===== config.mk =====
export PLATFORM = sky130hd
export DESIGN_NAME = hazard_sequencer_flat
export DESIGN_NICKNAME = d
export VERILOG_FILES = /design/src/rtl/mips_pkg.sv /design/src/rtl/hazard_sequencer_if.sv /design/src/rtl/mul_latency_counter.sv /design/src/rtl/hazard_sequencer.sv /design/src/flat_wrapper.sv
export SDC_FILE = /design/constraint.sdc
export NUM_CORES = 1
export LEC_CHECK = 0
export CAP_MARGIN = 20
export CORE_ASPECT_RATIO = 0.8
export CORE_UTILIZATION = 35
export DETAILED_ROUTE_END_ITERATION = 10
export PLACE_DENSITY = 0.64
export SLEW_MARGIN = 10
export SYNTH_ARGS = -nofsm -noshare
export SYNTH_HDL_FRONTEND = slang
export SYNTH_SLANG_ARGS = --single-unit

===== constraint.sdc =====
create_clock -name clk -period 2.7 [get_ports clk]
set_input_delay 0.54 -clock clk [delete_from_list [all_inputs] [get_ports clk]]
set_output_delay 0.54 -clock clk [all_outputs]
set_load 0.02 [all_outputs]

===== src/rtl/mips_pkg.sv =====
// Shared definitions for the MIPS pipeline hazard control.
// Opcodes and mul sequencer state encoding.
package mips_pkg;

  localparam logic [5:0] OP_MUL = 6'd28;
  localparam logic [5:0] OP_LB  = 6'd32;
  localparam logic [5:0] OP_LH  = 6'd33;
  localparam logic [5:0] OP_LW  = 6'd35;

  typedef enum logic {
    IDLE = 1'b0,
    BUSY = 1'b1
  } mul_state_t;

endpackage


===== src/rtl/hazard_sequencer_if.sv =====
// Bundle between the pipeline control and the hazard sequencer.
// The pipeline is the master; the sequencer is the slave.
interface hazard_sequencer_if #(
  parameter int CNT_W = 16
);
  logic             id_valid;
  logic [4:0]       id_rs;
  logic [4:0]       id_rt;
  logic             id_uses_rs;
  logic             id_uses_rt;
  logic [4:0]       id_dest;
  logic             id_regwrite;
  logic             id_is_load;
  logic             id_is_mul;
  logic             mem_redirect;
  logic             hold_front;
  logic             hazard;
  logic             hold_idex;
  logic             bubble_exmem;
  logic             flush_ifid;
  logic             flush_idex;
  logic             flush_exmem;
  logic             mul_busy;
  logic [CNT_W-1:0] stall_count;

  modport master (
    output id_valid, id_rs, id_rt, id_uses_rs, id_uses_rt,
    output id_dest, id_regwrite, id_is_load, id_is_mul,
    output mem_redirect,
    input  hold_front, hazard, hold_idex, bubble_exmem,
    input  flush_ifid, flush_idex, flush_exmem,
    input  mul_busy, stall_count
  );

  modport slave (
    input  id_valid, id_rs, id_rt, id_uses_rs, id_uses_rt,
    input  id_dest, id_regwrite, id_is_load, id_is_mul,
    input  mem_redirect,
    output hold_front, hazard, hold_idex, bubble_exmem,
    output flush_ifid, flush_idex, flush_exmem,
    output mul_busy, stall_count
  );
endinterface


===== src/rtl/mul_latency_counter.sv =====
// Down-counter timing the multi-cycle mul in EX.
// done marks the last BUSY cycle.
module mul_latency_counter #(
  parameter int MUL_LAT = 4
) (
  input  logic clk,
  input  logic rst,
  input  logic clr,
  input  logic load,
  input  logic dec,
  output logic done
);
  logic [3:0] cnt;

  always_ff @(posedge clk or posedge rst) begin
    if (rst)            cnt <= '0;
    else if (clr)       cnt <= '0;
    else if (load)      cnt <= 4'(MUL_LAT - 1);
    else if (dec && cnt != '0) cnt <= cnt - 4'd1;
  end

  assign done = (cnt == 4'd1);
endmodule


===== src/rtl/hazard_sequencer.sv =====
// Load-use stall, mul sequencing and MEM-redirect flush control
// for the 5-stage pipeline.
module hazard_sequencer
  import mips_pkg::*;
#(
  parameter int MUL_LAT = 4,
  parameter int CNT_W   = 16
) (
  input logic clk,
  input logic rst,
  hazard_sequencer_if.slave hs
);
  mul_state_t state_q, state_d;

  logic       ex_valid;
  logic [4:0] ex_dest;
  logic       ex_regwrite;
  logic       ex_is_load;
  logic       ex_is_mul;

  logic busy, flush, lu, hit_rs, hit_rt, start, done;
  logic hold_front, hazard, hold_idex, bubble_exmem;
  logic [CNT_W-1:0] stall_count;

  assign busy  = (state_q == BUSY);
  assign flush = hs.mem_redirect;

  assign hit_rs = hs.id_uses_rs && (hs.id_rs == ex_dest);
  assign hit_rt = hs.id_uses_rt && (hs.id_rt == ex_dest);
  assign lu = hs.id_valid && ex_valid && ex_is_load
           && ex_regwrite && (ex_dest != 5'd0)
           && (hit_rs || hit_rt);

  assign start = !flush && !busy && !lu
              && hs.id_valid && hs.id_is_mul;

  mul_latency_counter #(.MUL_LAT(MUL_LAT)) u_cnt (
    .clk  (clk),
    .rst  (rst),
    .clr  (flush),
    .load (start),
    .dec  (busy && ex_is_mul),
    .done (done)
  );

  always_ff @(posedge clk or posedge rst) begin
    if (rst) state_q <= IDLE;
    else     state_q <= state_d;
  end

  // Priority chain: reset, redirect, mul busy, load-use.
  always_comb begin
    state_d      = state_q;
    hold_front   = 1'b0;
    hazard       = 1'b0;
    hold_idex    = 1'b0;
    bubble_exmem = 1'b0;
    priority case (1'b1)
      rst:   state_d = IDLE;
      flush: state_d = IDLE;
      busy: begin
        hold_front   = 1'b1;
        hold_idex    = 1'b1;
        bubble_exmem = 1'b1;
        if (done) state_d = IDLE;
      end
      lu: begin
        hold_front = 1'b1;
        hazard     = 1'b1;
      end
      default: if (start) state_d = BUSY;
    endcase
  end

  always_ff @(posedge clk or posedge rst) begin
    if (rst) begin
      ex_valid    <= 1'b0;
      ex_dest     <= '0;
      ex_regwrite <= 1'b0;
      ex_is_load  <= 1'b0;
      ex_is_mul   <= 1'b0;
    end else if (flush) begin
      ex_valid <= 1'b0;
    end else if (busy) begin
      ex_valid <= ex_valid;
    end else if (lu) begin
      ex_valid <= 1'b0;
    end else begin
      ex_valid    <= hs.id_valid;
      ex_dest     <= hs.id_dest;
      ex_regwrite <= hs.id_regwrite;
      ex_is_load  <= hs.id_is_load;
      ex_is_mul   <= hs.id_is_mul;
    end
  end

  always_ff @(posedge clk or posedge rst) begin
    if (rst)
      stall_count <= '0;
    else if (hold_front && stall_count != '1)
      stall_count <= stall_count + 1'b1;
  end

  assign hs.hold_front   = hold_front;
  assign hs.hazard       = hazard;
  assign hs.hold_idex    = hold_idex;
  assign hs.bubble_exmem = bubble_exmem;
  assign hs.flush_ifid   = flush && !rst;
  assign hs.flush_idex   = flush && !rst;
  assign hs.flush_exmem  = flush && !rst;
  assign hs.mul_busy     = busy;
  assign hs.stall_count  = stall_count;
endmodule


===== src/flat_wrapper.sv =====
// flat-port wrapper written by rule: the top's interface ports become plain ports
module hazard_sequencer_flat import mips_pkg::*;
#(
  parameter int MUL_LAT = 4,
  parameter int CNT_W   = 16
)
  (clk, rst, hs_id_valid, hs_id_rs, hs_id_rt, hs_id_uses_rs, hs_id_uses_rt, hs_id_dest, hs_id_regwrite, hs_id_is_load, hs_id_is_mul, hs_mem_redirect, hs_hold_front, hs_hazard, hs_hold_idex, hs_bubble_exmem, hs_flush_ifid, hs_flush_idex, hs_flush_exmem, hs_mul_busy, hs_stall_count);
  hazard_sequencer_if #(.CNT_W(CNT_W)) hs_i ();
  input logic clk;
  input logic rst;
  input wire logic [$bits(hs_i.id_valid)-1:0] hs_id_valid;
  input wire logic [$bits(hs_i.id_rs)-1:0] hs_id_rs;
  input wire logic [$bits(hs_i.id_rt)-1:0] hs_id_rt;
  input wire logic [$bits(hs_i.id_uses_rs)-1:0] hs_id_uses_rs;
  input wire logic [$bits(hs_i.id_uses_rt)-1:0] hs_id_uses_rt;
  input wire logic [$bits(hs_i.id_dest)-1:0] hs_id_dest;
  input wire logic [$bits(hs_i.id_regwrite)-1:0] hs_id_regwrite;
  input wire logic [$bits(hs_i.id_is_load)-1:0] hs_id_is_load;
  input wire logic [$bits(hs_i.id_is_mul)-1:0] hs_id_is_mul;
  input wire logic [$bits(hs_i.mem_redirect)-1:0] hs_mem_redirect;
  output wire logic [$bits(hs_i.hold_front)-1:0] hs_hold_front;
  output wire logic [$bits(hs_i.hazard)-1:0] hs_hazard;
  output wire logic [$bits(hs_i.hold_idex)-1:0] hs_hold_idex;
  output wire logic [$bits(hs_i.bubble_exmem)-1:0] hs_bubble_exmem;
  output wire logic [$bits(hs_i.flush_ifid)-1:0] hs_flush_ifid;
  output wire logic [$bits(hs_i.flush_idex)-1:0] hs_flush_idex;
  output wire logic [$bits(hs_i.flush_exmem)-1:0] hs_flush_exmem;
  output wire logic [$bits(hs_i.mul_busy)-1:0] hs_mul_busy;
  output wire logic [$bits(hs_i.stall_count)-1:0] hs_stall_count;
  assign hs_i.id_valid = hs_id_valid;
  assign hs_i.id_rs = hs_id_rs;
  assign hs_i.id_rt = hs_id_rt;
  assign hs_i.id_uses_rs = hs_id_uses_rs;
  assign hs_i.id_uses_rt = hs_id_uses_rt;
  assign hs_i.id_dest = hs_id_dest;
  assign hs_i.id_regwrite = hs_id_regwrite;
  assign hs_i.id_is_load = hs_id_is_load;
  assign hs_i.id_is_mul = hs_id_is_mul;
  assign hs_i.mem_redirect = hs_mem_redirect;
  assign hs_hold_front = hs_i.hold_front;
  assign hs_hazard = hs_i.hazard;
  assign hs_hold_idex = hs_i.hold_idex;
  assign hs_bubble_exmem = hs_i.bubble_exmem;
  assign hs_flush_ifid = hs_i.flush_ifid;
  assign hs_flush_idex = hs_i.flush_idex;
  assign hs_flush_exmem = hs_i.flush_exmem;
  assign hs_mul_busy = hs_i.mul_busy;
  assign hs_stall_count = hs_i.stall_count;
  hazard_sequencer #(.MUL_LAT(MUL_LAT), .CNT_W(CNT_W)) u_core (.clk(clk), .rst(rst), .hs(hs_i));
endmodule

# ---- Yosys cells after proc, flatten, opt, wreduce, memory -nomap -nowiden
# Index checks and enable logic that the tools add are counted.
dict set report op_classes {
  eq_ne 5
  n_div 0
  reduce_logical 24
  n_bitwise 3
  addsub 2
  muxes 22
  n_lt_le_gt_ge 0
  mul 0
  shift 0
}
# cell n
set op_table {}
lappend op_table {{1-bit two-way mux} 19}
lappend op_table {{16-bit by 1-bit adder with 16-bit output (second input constant)} 1}
lappend op_table {{16-bit inequality test (second input constant)} 1}
lappend op_table {{1-bit logical AND} 15}
lappend op_table {{4-bit two-way mux} 3}
lappend op_table {{5-bit equality test} 2}
lappend op_table {{5-bit nonzero test} 1}
lappend op_table {{4-bit by 1-bit equality test with 1-bit output (second input constant)} 1}
lappend op_table {{1-bit logical NOT} 4}
lappend op_table {{4-bit nonzero test} 1}
lappend op_table {{4-bit by 1-bit subtractor with 4-bit output (second input constant)} 1}
lappend op_table {{1-bit inverter} 3}
lappend op_table {{3-bit AND reduction} 1}
lappend op_table {{3-bit nonzero test} 1}
lappend op_table {{2-bit inequality test (second input constant)} 1}
lappend op_table {{1-bit logical OR} 1}
dict set report word_totals {
  elab_cells 64
  ram_bits 0
  inputBits 24
  latchBits 0
  mem_count 0
  output_inout_bits 24
  mem_bits_ro 0
  regBits 30
}

# ---- Longest topological paths before layout
# Gate-level depths: netlist of the first run.
dict set report depth {
  word_depth 14
  depth_mapped 7
  depth_no_buf 7
}

# ---- Modules after synthesis
# Synthesis of the first run repeated with hierarchy kept, for this count alone.
dict set report hier_totals {
  cells_unflattened 156
  area_unflattened_um2 1709.1
}
# module area_per_inst_um2 seq_area_each_um2 cells_per_inst instances
set by_module_without_submodules {}
lappend by_module_without_submodules {hazard_sequencer 1435.1 650.6 127 1}
lappend by_module_without_submodules {mul_latency_counter 274.0 100.1 29 1}

# ---- Worst setup path after synthesis of the first run
# No wires, ideal clock.
dict set report synth_path {
  path_type {input to output}
  startpoint {input rst}
  endpoint {output hs_hold_idex}
  setup_slack_ns 0.064
  t_required_ns 2.160
  t_arrival_ns 2.096
  n_path_buf 1
  path_stages 4
  cell_sequence {inv_1 nand2_1 nor2_1 buf_4}
}
dict set report synth_via {
  elab_chain_len 1
}
# element line
set synth_lines {}
lappend synth_lines {{from (decl)} flat_wrapper.sv:10} ;# input logic rst;
lappend synth_lines {{1-bit two-way mux} n/a}
lappend synth_lines {{to (decl)} flat_wrapper.sv:23} ;# output wire logic [$bits(hs_i.hold_idex)-1:0] hs_hold_idex;
# Every way passes these cells.

# ---- Worst setup path after layout of the first run
dict set report layout_path {
  startpoint {input hs_id_rs[4]}
  endpoint {output hs_hazard}
}
dict set report layout_via {
  elab_chain_len 8
}
# element line
set layout_lines {}
lappend layout_lines {{from (decl)} flat_wrapper.sv:12} ;# input wire logic [$bits(hs_i.id_rs)-1:0] hs_id_rs;
lappend layout_lines {{5-bit equality test} hazard_sequencer.sv:28} ;# assign hit_rs = hs.id_uses_rs && (hs.id_rs == ex_dest);
lappend layout_lines {{1-bit logical AND} hazard_sequencer.sv:28}
lappend layout_lines {{1-bit logical OR} hazard_sequencer.sv:32} ;# && (hit_rs || hit_rt);
lappend layout_lines {{1-bit logical AND} hazard_sequencer.sv:32}
lappend layout_lines {{1-bit two-way mux (4 in a row)} hazard_sequencer.sv:58} ;# priority case (1'b1)
lappend layout_lines {{to (decl)} flat_wrapper.sv:22} ;# output wire logic [$bits(hs_i.hazard)-1:0] hs_hazard;
# Every way passes these cells.

==> results of run 1 <==
==> how the worst max path moves through the flow <==
stage / from / slack (ns) / cells after the start / to
2_1_floorplan: rst / 0.06 / 4 / hs_hold_idex
6_report: hs_id_rs[4] / 0.11 / 7 / hs_hazard
3_3_place_gp: hs_id_rs[1] / -0.38 / 7 / hs_hazard
4_1_cts: hs_id_rs[4] / 0.01 / 7 / hs_hazard
5_1_grt: hs_id_rs[4] / 0.03 / 7 / hs_hazard
3_5_place_dp: hs_id_rs[4] / -0.43 / 7 / hs_hazard
==> routing by layer <==
layer	share of wire, %	vias to the layer above	global-route usage (%)
li1	-	681	-
met1	44	676	20.6
met2	50	45	30.0
met3	5.3	6	4.38
met4	1.5	0	6.02
met5	0	-	0
==> final cells by class <==
| class | count | area share [%] |
|---|---|---|
| Inverter | 6 | 0.976 |
| Tap cell | 57 | 3.09 |
| Clock inverter | 1 | 0.217 |
| Multi-Input combinational cell | 116 | 35.9 |
| Clock buffer | 7 | 3.74 |
| Timing Repair Buffer | 58 | 23.5 |
| Sequential cell | 30 | 32.5 |
==> power breakdown <==
group	leakage, nW	switching [W]	internal, W	total [W]
sequential	0.396	0.0000281	0.000473	0.000501
combinational	0.574	0.0000787	0.0000995	0.000178
clock	0.0482	0.000163	0.000205	0.000369
total	1.02	0.000270	0.000778	0.00105
==> flip-flops by register name, indices dropped and copies added, names as in the netlist <==
| name | count |
|---|---|
| u_core.u_cnt.cnt | 4 |
| u_core.ex_is_mul | 1 |
| u_core.ex_is_load | 1 |
| u_core.hs.stall_count | 16 |
| u_core.ex_valid | 1 |
| u_core.ex_regwrite | 1 |
| u_core.hs.mul_busy | 1 |
| u_core.ex_dest | 5 |
==> layout by cell type, fill, tap and decap left out, types with 6 or more instances in the layout <==
cell / count
nor3_1: 9
dfrtp_1: 30
nand3_1: 9
nand4_1: 8
clkdlybuf4s50_1: 45
mux2_2: 8
nor2_1: 12
xnor2_1: 11
nand2_1: 14
xor2_1: 13
clkbuf_8: 6
buf_4: 11
inv_1: 6
==> cells by family after synthesis <==
kind of cell / synth area share [%]
fa+ha+maj: 3.07
flops: 46.1
xor+xnor: 13.4
buf+inv: 3.76
compound gates: 7.37
mux: 6.22
simple gates: 20.0
==> metrics by stage <==
step / total power (W) / instance area, sq um / util (%)
after floorplan: 0.000604 / 1630 / -
after global routing: 0.00111 / 2310 / 53.6
after detailed placement: 0.000687 / 2210 / 51.4
after CTS: 0.00106 / 2310 / 53.7
final: 0.00105 / 2310 / 53.6
after global placement: 0.000675 / 2210 / 51.4
==> Yosys cell counts <==
cell,number
nor3_2,1
nor4_1,4
buf_2,1
o22ai_2,1
nand3_1,9
a21oi_2,2
mux2_1,1
a32o_1,1
nor2_1,12
xor2_1,13
nand4_1,8
mux2_2,8
and4_1,2
nand2_1,14
a21oi_1,4
a211oi_2,1
o311ai_0,1
nand2_4,1
xnor2_1,12
nor3_1,10
dfrtp_1,30
o221ai_1,1
a31oi_1,1
ha_1,4
and3_1,2
nor3b_1,1
buf_4,4
clkbuf_1,1
o31ai_2,1
o221a_2,1
inv_1,6
==> repair_timing <==
| action | 4_1_cts | 5_1_grt |
|---|---|---|
| endpoints found under the setup margin | 2 | 2 |
| resized for setup | 7 | 3 |
| hold endpoints to repair | 0 | 0 |
| pin swaps | 1 | 0 |
==> worst reg2reg max path, stage by stage, from the launching register on <==
cell	delay, ns
dfrtp_1	0.45
nor3_1	0.30
a21oi_2	0.10
buf_4	0.14
buf_4	0.13
o221a_2	0.30
nand2_4	0.15
mux2_1	0.33
==> flow_summary.html, run 1 <==
<table>
<tr><th>Metric</th><th>Value</th></tr>
<tr><th colspan="2">Min path</th></tr>
<tr><td>Hold Path Depth</td><td>1</td></tr>
<tr><td>Source of the worst hold timing path</td><td>u_core.hs.stall_count[15]</td></tr>
<tr><td>Worst hold endpoint</td><td>u_core.hs.stall_count[15]</td></tr>
<tr><td>Class of the tightest hold or removal check</td><td>flip-flop to flip-flop</td></tr>
<tr><th colspan="2">Flow run</th></tr>
<tr><td>Max-cap violations</td><td>0</td></tr>
<tr><th colspan="2">Drt</th></tr>
<tr><td>Antenna-violating nets left</td><td>0</td></tr>
<tr><td>Detailed Routing Iterations Pass 1</td><td>4</td></tr>
<tr><td>Via count of the routed design</td><td>1,408</td></tr>
<tr><td>DRC errors left</td><td>0</td></tr>
<tr><td>Number of DRC markers after the initial detailed-route iteration</td><td>82</td></tr>
<tr><td>Routed len/inst</td><td>14.0 um</td></tr>
<tr><td>Total wirelength of the detailed-routed design</td><td>just under 4000 um</td></tr>
<tr><td>Detail-routed via count per cell</td><td>slightly above 5</td></tr>
<tr><th colspan="2">Clocking</th></tr>
<tr><td>CTS tree</td><td>built</td></tr>
<tr><td>Hold bufs inserted after CTS</td><td>0</td></tr>
<tr><td># H-tree levels</td><td>2</td></tr>
<tr><td>Buffer count from post-CTS setup fixing</td><td>0</td></tr>
<tr><td>Sink Count</td><td>30</td></tr>
<tr><td>Cts bufs inserted</td><td>5</td></tr>
<tr><td>Register clock-pin slew on the reported worst setup and hold paths</td><td>0.06 ns</td></tr>
<tr><td>CTS max path bufs</td><td>2</td></tr>
<tr><td>Later-pin clock latency in the skew report</td><td>around 0.27 ns</td></tr>
<tr><td>Clk Tree Root Cell</td><td>clkbuf_8</td></tr>
<tr><th colspan="2">Critical path</th></tr>
<tr><td>Critical Path Start Type</td><td>primary input</td></tr>
<tr><td>Reg2reg setup slack</td><td>0.70 ns</td></tr>
<tr><td>Cell with the largest stage delay on the worst path</td><td>clkdlybuf4s50_1</td></tr>
<tr><td>Buffering stage count on the worst path with inverters included</td><td>2</td></tr>
<tr><td>Kind of capture point of the worst setup path</td><td>output pin</td></tr>
<tr><td>Cell depth of the worst flop-to-flop path</td><td>7</td></tr>
<tr><td>Critical path arrival</td><td>2.05 ns</td></tr>
<tr><td>Category of the most critical setup path</td><td>primary input to output pin</td></tr>
<tr><td>Sequence of cells on the critical path</td><td>clkdlybuf4s50_1, xnor2_2, nand4_1, o22ai_2, nand2_1, nor3_2, buf_2</td></tr>
<tr><td>Largest stage delay, worst path</td><td>0.52 ns</td></tr>
<tr><td>Reg-to-Reg Start</td><td>u_core.ex_dest[4]</td></tr>
<tr><td>RR Endpoint</td><td>u_core.hs.stall_count[1]</td></tr>
<tr><td>Delay-heaviest family, CP</td><td>buffers and inverters</td></tr>
<tr><td>Highest fanout seen on the critical path</td><td>3</td></tr>
<tr><td>Required arrival time at the worst endpoint</td><td>roughly 2.2 ns</td></tr>
<tr><th colspan="2">STA</th></tr>
<tr><td>Final-report setup violation count</td><td>0</td></tr>
<tr><td>Hold Worst Slack</td><td>about 0.51 ns</td></tr>
<tr><td>Measured slew at the worst slew-check pin</td><td>0.399 ns</td></tr>
<tr><td>Unrepaired setup endpoints after global routing</td><td>no</td></tr>
<tr><td>Final hold violations</td><td>0</td></tr>
<tr><td>Fin crit period</td><td>2.59 ns</td></tr>
<tr><td>Total Negative Setup Slacks</td><td>0 ns</td></tr>
<tr><td>Number of slew-limit violations in the final report</td><td>0</td></tr>
<tr><td>Upper clock frequency limit</td><td>0.386 GHz</td></tr>
<tr><td>Min setup slack post-route</td><td>0.106 ns</td></tr>
<tr><td>Fin Clk Skew</td><td>0.00563 ns</td></tr>
<tr><td>Final period utilization</td><td>96.1%</td></tr>
<tr><td>Worst slew slack as a fraction of its limit</td><td>73.3%</td></tr>
<tr><th colspan="2">Die</th></tr>
<tr><td>Initial Utilization</td><td>a little under two fifths</td></tr>
<tr><td>Total Die Area</td><td>approximately 4900 sq um</td></tr>
<tr><td>Number of rows in the core area</td><td>21</td></tr>
<tr><td>Die X</td><td>78.3 um</td></tr>
<tr><td>Number of top-level design ports</td><td>48</td></tr>
<tr><td>Core area</td><td>4310 sq um</td></tr>
<tr><td>Die boundary height</td><td>63.0 um</td></tr>
<tr><th colspan="2">Yosys</th></tr>
<tr><td>Proportion of netlist area held by the largest area contributor</td><td>roughly 46%</td></tr>
<tr><td>Syn Area/Cell</td><td>10.3 sq um</td></tr>
<tr><td>Seq/Total Area, Yosys</td><td>a little under half</td></tr>
<tr><td>Post-Synthesis Cell Area</td><td>1630 sq um</td></tr>
<tr><td>Total nets after synthesis</td><td>between 150 and 200</td></tr>
<tr><td>Warnings, synthesis</td><td>0</td></tr>
<tr><td>Biggest area contributors in the synthesized netlist</td><td>dfrtp_1, xor2_1, xnor2_1, mux2_2, nand2_1</td></tr>
<tr><td>Cell type with the largest total area after synthesis</td><td>dfrtp_1</td></tr>
<tr><td>Flops &amp; latches, synth</td><td>30</td></tr>
<tr><td>Cell variety after synth</td><td>31</td></tr>
<tr><td>Synthesized netlist cell count</td><td>158</td></tr>
<tr><th colspan="2">Placement</th></tr>
<tr><td>Half-perimeter wire length after detailed placement</td><td>2960 um</td></tr>
<tr><td>Number of cells after detailed placement</td><td>267</td></tr>
<tr><td>Pre-CTS WS</td><td>-0.428 ns</td></tr>
<tr><td>Final Wtd Congestion</td><td>0.892</td></tr>
<tr><td>Input/output buffers</td><td>47</td></tr>
<tr><th colspan="2">Pwr</th></tr>
<tr><td>VDD IR-drop max</td><td>about 0.3 mV</td></tr>
<tr><td>Pwr/cell area</td><td>approximately 450 nW/um^2</td></tr>
<tr><td>Leakage Power</td><td>1.02 nW</td></tr>
<tr><th colspan="2">Final layout</th></tr>
<tr><td>Storage cell area</td><td>751 sq um</td></tr>
<tr><td>Layout cell share with drive strength beyond 1</td><td>17.4%</td></tr>
<tr><td>Non-Filler Instances</td><td>275</td></tr>
<tr><td>Number of inserted diodes</td><td>0</td></tr>
<tr><td>Fill count</td><td>395</td></tr>
<tr><td>Multi-input logic area</td><td>830 sq um</td></tr>
<tr><td>Net count of the finished layout</td><td>between 200 and 250</td></tr>
<tr><td>Area growth from synthesis to final layout</td><td>41.7%</td></tr>
<tr><th colspan="2">GRT</th></tr>
<tr><td>Global-route wire length before repair</td><td>6620 um</td></tr>
<tr><td>Vias in the first global route</td><td>1,427</td></tr>
<tr><td>Number of antenna violations at the first check in global routing</td><td>0</td></tr>
<tr><td>Residual overflow from global routing</td><td>0</td></tr>
<tr><td>Maximum number of pins on one net before global-route repair</td><td>31</td></tr>
<tr><td>Global-route usage over all layers</td><td>17.3%</td></tr>
<tr><th colspan="2">Run status</th></tr>
<tr><td>Run status</td><td>finished clean</td></tr>
</table>
Power figures use the tool's default switching activity.
==> run 2: changes to the inputs <==
==> constraint.sdc (replaced) <==
create_clock -name clk -period 2.7 [get_ports clk]
set_input_delay 0.54 -clock clk [delete_from_list [all_inputs] [get_ports clk]]
set_output_delay 0.54 -clock clk [all_outputs]
set_load 0.1 [all_outputs]
==> flow_summary.html, run 2 (synthesis gave the netlist of run 1 again) <==
<table>
<tr><th>Metric</th><th>Value</th></tr>
<tr><th colspan="2">Die</th></tr>
<tr><td>Initial Utilization</td><td>a little under two fifths</td></tr>
<tr><td>Number of top-level design ports</td><td>48</td></tr>
<tr><td>Die X</td><td>78.3 um</td></tr>
<tr><td>Total Die Area</td><td>~4900 sq um</td></tr>
<tr><td>Die boundary height</td><td>~63 um</td></tr>
<tr><td>Core area</td><td>4310 sq um</td></tr>
<tr><td>Number of rows in the core area</td><td>21</td></tr>
<tr><th colspan="2">Pwr</th></tr>
<tr><td>Leakage Power</td><td>~1.1 nW</td></tr>
<tr><td>Net switching share of the total power</td><td>27.7%</td></tr>
<tr><td>Fraction of power consumed by combinational cells</td><td>19.5%</td></tr>
<tr><td>VDD IR-drop max</td><td>0.242 mV</td></tr>
<tr><td>Sequential Power Share</td><td>between 40% and 50%</td></tr>
<tr><td>Pwr/cell area</td><td>460 nW/um^2</td></tr>
<tr><td>Internal power</td><td>0.000779 W</td></tr>
<tr><td>Proportion of power drawn by the clock network</td><td>between 30% and 40%</td></tr>
<tr><td>Switching power of the nets</td><td>0.000299 W</td></tr>
<tr><th colspan="2">Final layout</th></tr>
<tr><td>Commonest cells after routing, fill and taps aside</td><td>dfrtp_1, buf_4, clkdlybuf4s50_1</td></tr>
<tr><td>Regs by FF count</td><td>u_core.hs.stall_count (16), u_core.ex_dest (5), u_core.u_cnt.cnt (4)</td></tr>
<tr><td>Layout cell share with drive strength beyond 1</td><td>between 20 and 30%</td></tr>
<tr><td>Storage cell area</td><td>752 sq um</td></tr>
<tr><td>Max reg flops</td><td>16</td></tr>
<tr><td>Non-Filler Instances</td><td>271</td></tr>
<tr><td>Most common cell after layout, fill and taps aside</td><td>dfrtp_1</td></tr>
<tr><td>Register with the most flip-flops</td><td>u_core.hs.stall_count</td></tr>
<tr><td>Final Util</td><td>a little over half</td></tr>
<tr><td>Fill count</td><td>around 380</td></tr>
<tr><td>Multi-input logic area</td><td>848 sq um</td></tr>
<tr><td>Area growth from synthesis to final layout</td><td>43.6%</td></tr>
<tr><td>Net count of the finished layout</td><td>~240</td></tr>
<tr><td>Number of inserted diodes</td><td>0</td></tr>
<tr><th colspan="2">Drt</th></tr>
<tr><td>Via count of the routed design</td><td>1,353</td></tr>
<tr><td>Detail-routed via count per cell</td><td>4.99</td></tr>
<tr><td>Detailed Routing Iterations Pass 1</td><td>4</td></tr>
<tr><td>Routed len/inst</td><td>13.8 um</td></tr>
<tr><td>Total wirelength of the detailed-routed design</td><td>3740 um</td></tr>
<tr><td>Antenna-violating nets left</td><td>0</td></tr>
<tr><td>DRC errors left</td><td>0</td></tr>
<tr><td>Number of DRC markers after the initial detailed-route iteration</td><td>52</td></tr>
<tr><th colspan="2">GRT</th></tr>
<tr><td>Residual overflow from global routing</td><td>0</td></tr>
<tr><td>Global-route wire length before repair</td><td>6500 um</td></tr>
<tr><td>Number of antenna violations at the first check in global routing</td><td>0</td></tr>
<tr><td>Vias in the first global route</td><td>1,454</td></tr>
<tr><td>Global-route usage over all layers</td><td>17.1%</td></tr>
<tr><td>Maximum number of pins on one net before global-route repair</td><td>31</td></tr>
<tr><th colspan="2">Clocking</th></tr>
<tr><td>CTS max path bufs</td><td>2</td></tr>
<tr><td>Later-pin clock latency in the skew report</td><td>0.28 ns</td></tr>
<tr><td>Sink Count</td><td>30</td></tr>
<tr><td>CTS tree</td><td>built</td></tr>
<tr><td>Register clock-pin slew on the reported worst setup and hold paths</td><td>0.06 ns</td></tr>
<tr><td>Buffer count from post-CTS setup fixing</td><td>0</td></tr>
<tr><td>Clk Tree Root Cell</td><td>clkbuf_8</td></tr>
<tr><td># H-tree levels</td><td>2</td></tr>
<tr><td>Cts bufs inserted</td><td>5</td></tr>
<tr><th colspan="2">STA</th></tr>
<tr><td>Number of slew-limit violations in the final report</td><td>0</td></tr>
<tr><td>Final-report setup violation count</td><td>0</td></tr>
<tr><td>Fin Clk Skew</td><td>0.00802 ns</td></tr>
<tr><td>Measured slew at the worst slew-check pin</td><td>~0.41 ns</td></tr>
<tr><td>Final period utilization</td><td>slightly below 100%</td></tr>
<tr><td>Final hold violations</td><td>0</td></tr>
<tr><td>Fin crit period</td><td>around 2.6 ns</td></tr>
<tr><td>Upper clock frequency limit</td><td>approximately 0.38 GHz</td></tr>
<tr><td>Worst slew slack as a fraction of its limit</td><td>72.4%</td></tr>
<tr><th colspan="2">Critical path</th></tr>
<tr><td>RR Endpoint</td><td>u_core.hs.stall_count[15]</td></tr>
<tr><td>Required arrival time at the worst endpoint</td><td>2.16 ns</td></tr>
<tr><td>Critical Path Start Type</td><td>primary input</td></tr>
<tr><td>Highest fanout seen on the critical path</td><td>3</td></tr>
<tr><td>Category of the most critical setup path</td><td>primary input to output pin</td></tr>
<tr><td>Reg-to-Reg Start</td><td>u_core.ex_dest[3]</td></tr>
<tr><td>Cell depth of the worst flop-to-flop path</td><td>7</td></tr>
<tr><td>Kind of capture point of the worst setup path</td><td>output pin</td></tr>
<tr><td>Reg2reg setup slack</td><td>0.81 ns</td></tr>
<tr><td>Critical path arrival</td><td>2.06 ns</td></tr>
<tr><th colspan="2">Min path</th></tr>
<tr><td>Class of the tightest hold or removal check</td><td>flip-flop to flip-flop</td></tr>
<tr><td>Worst hold endpoint</td><td>u_core.hs.stall_count[5]</td></tr>
<tr><td>Source of the worst hold timing path</td><td>u_core.hs.stall_count[5]</td></tr>
<tr><td>Hold Path Depth</td><td>1</td></tr>
<tr><th colspan="2">Placement</th></tr>
<tr><td>Number of cells after detailed placement</td><td>263</td></tr>
<tr><td>Half-perimeter wire length after detailed placement</td><td>3000 um</td></tr>
<tr><td>Input/output buffers</td><td>47</td></tr>
<tr><td>Final Wtd Congestion</td><td>0.770</td></tr>
<tr><th colspan="2">Run status</th></tr>
<tr><td>Run status</td><td>finished clean</td></tr>
<tr><th colspan="2">Flow run</th></tr>
<tr><td>Max-cap violations</td><td>0</td></tr>
</table>
## run 2: worst max path at each step
stage	slack (ns)	endpoint	from
CTS	0.03	hs_hazard	hs_id_rs[1]
detailed placement	0.04	hs_hazard	hs_id_rs[1]
finish	0.1	hs_hazard	hs_id_rs[1]
global placement	0.07	hs_hazard	hs_id_rs[1]
floorplan	0.01	hs_hold_idex	rst
global route	-0.002	hs_hazard	hs_id_rs[1]
## run 2: worst max-delay path: stages
cell,delay (ns)
clkdlybuf4s50_1,0.48
xnor2_1,0.12
nand4_1,0.15
o22ai_2,0.25
nand2_2,0.11
nor3_4,0.20
buf_12,0.20
## run 2: layout make-up
class                   count  share of cell area, %
clock buffers               7                   3.69
clock inverters             1                  0.214
inverters                   6                   1.12
multi-input cells         116                   36.3
flip-flops and latches     30                   32.1
well taps                  57                   3.05
repair buffers             54                   23.5
## run 2: timing repair
| action | CTS | global route |
|---|---|---|
| hold buffers | 0 | 0 |
| setup endpoints to repair | 0 | 1 |
| resized for setup | 0 | 1 |
## run 2: through the flow
step | total power, W | cell area, sq um | hold slack [ns] | TNS (ns) | worst slack, ns
6_report | 0.00108 | 2340 | 0.493 | 0 | 0.0975
3_5_place_dp | 0.000722 | 2250 | 0.482 | 0 | 0.0391
5_1_grt | 0.00114 | 2340 | 0.513 | -0.00161 | -0.00161
3_3_place_gp | 0.000711 | 2250 | 0.476 | 0 | 0.0719
4_1_cts | 0.00109 | 2340 | 0.492 | 0 | 0.0285
2_1_floorplan | 0.000637 | 1660 | 0.460 | 0 | 0.00964
## run 2: layer usage
metal	up-vias	track usage (%)	routed length, um	part of all wire [%]
met4	0	4.86	34	0.91
met2	35	30.2	1860	50
met1	641	19.7	1650	44
met3	6	5.55	198	5.3
met5	-	0	0	0
li1	671	-	-	-
## run 2: power groups by stage
stage,Clock [W],Combinational [W],Sequential [W]
finish,0.000365,0.000210,0.000502
global route,0.000403,0.000228,0.000505
CTS,0.000375,0.000213,0.000502
detailed placement,0,0.000212,0.000510
global placement,0,0.000203,0.000508
floorplan,0,0.000119,0.000517
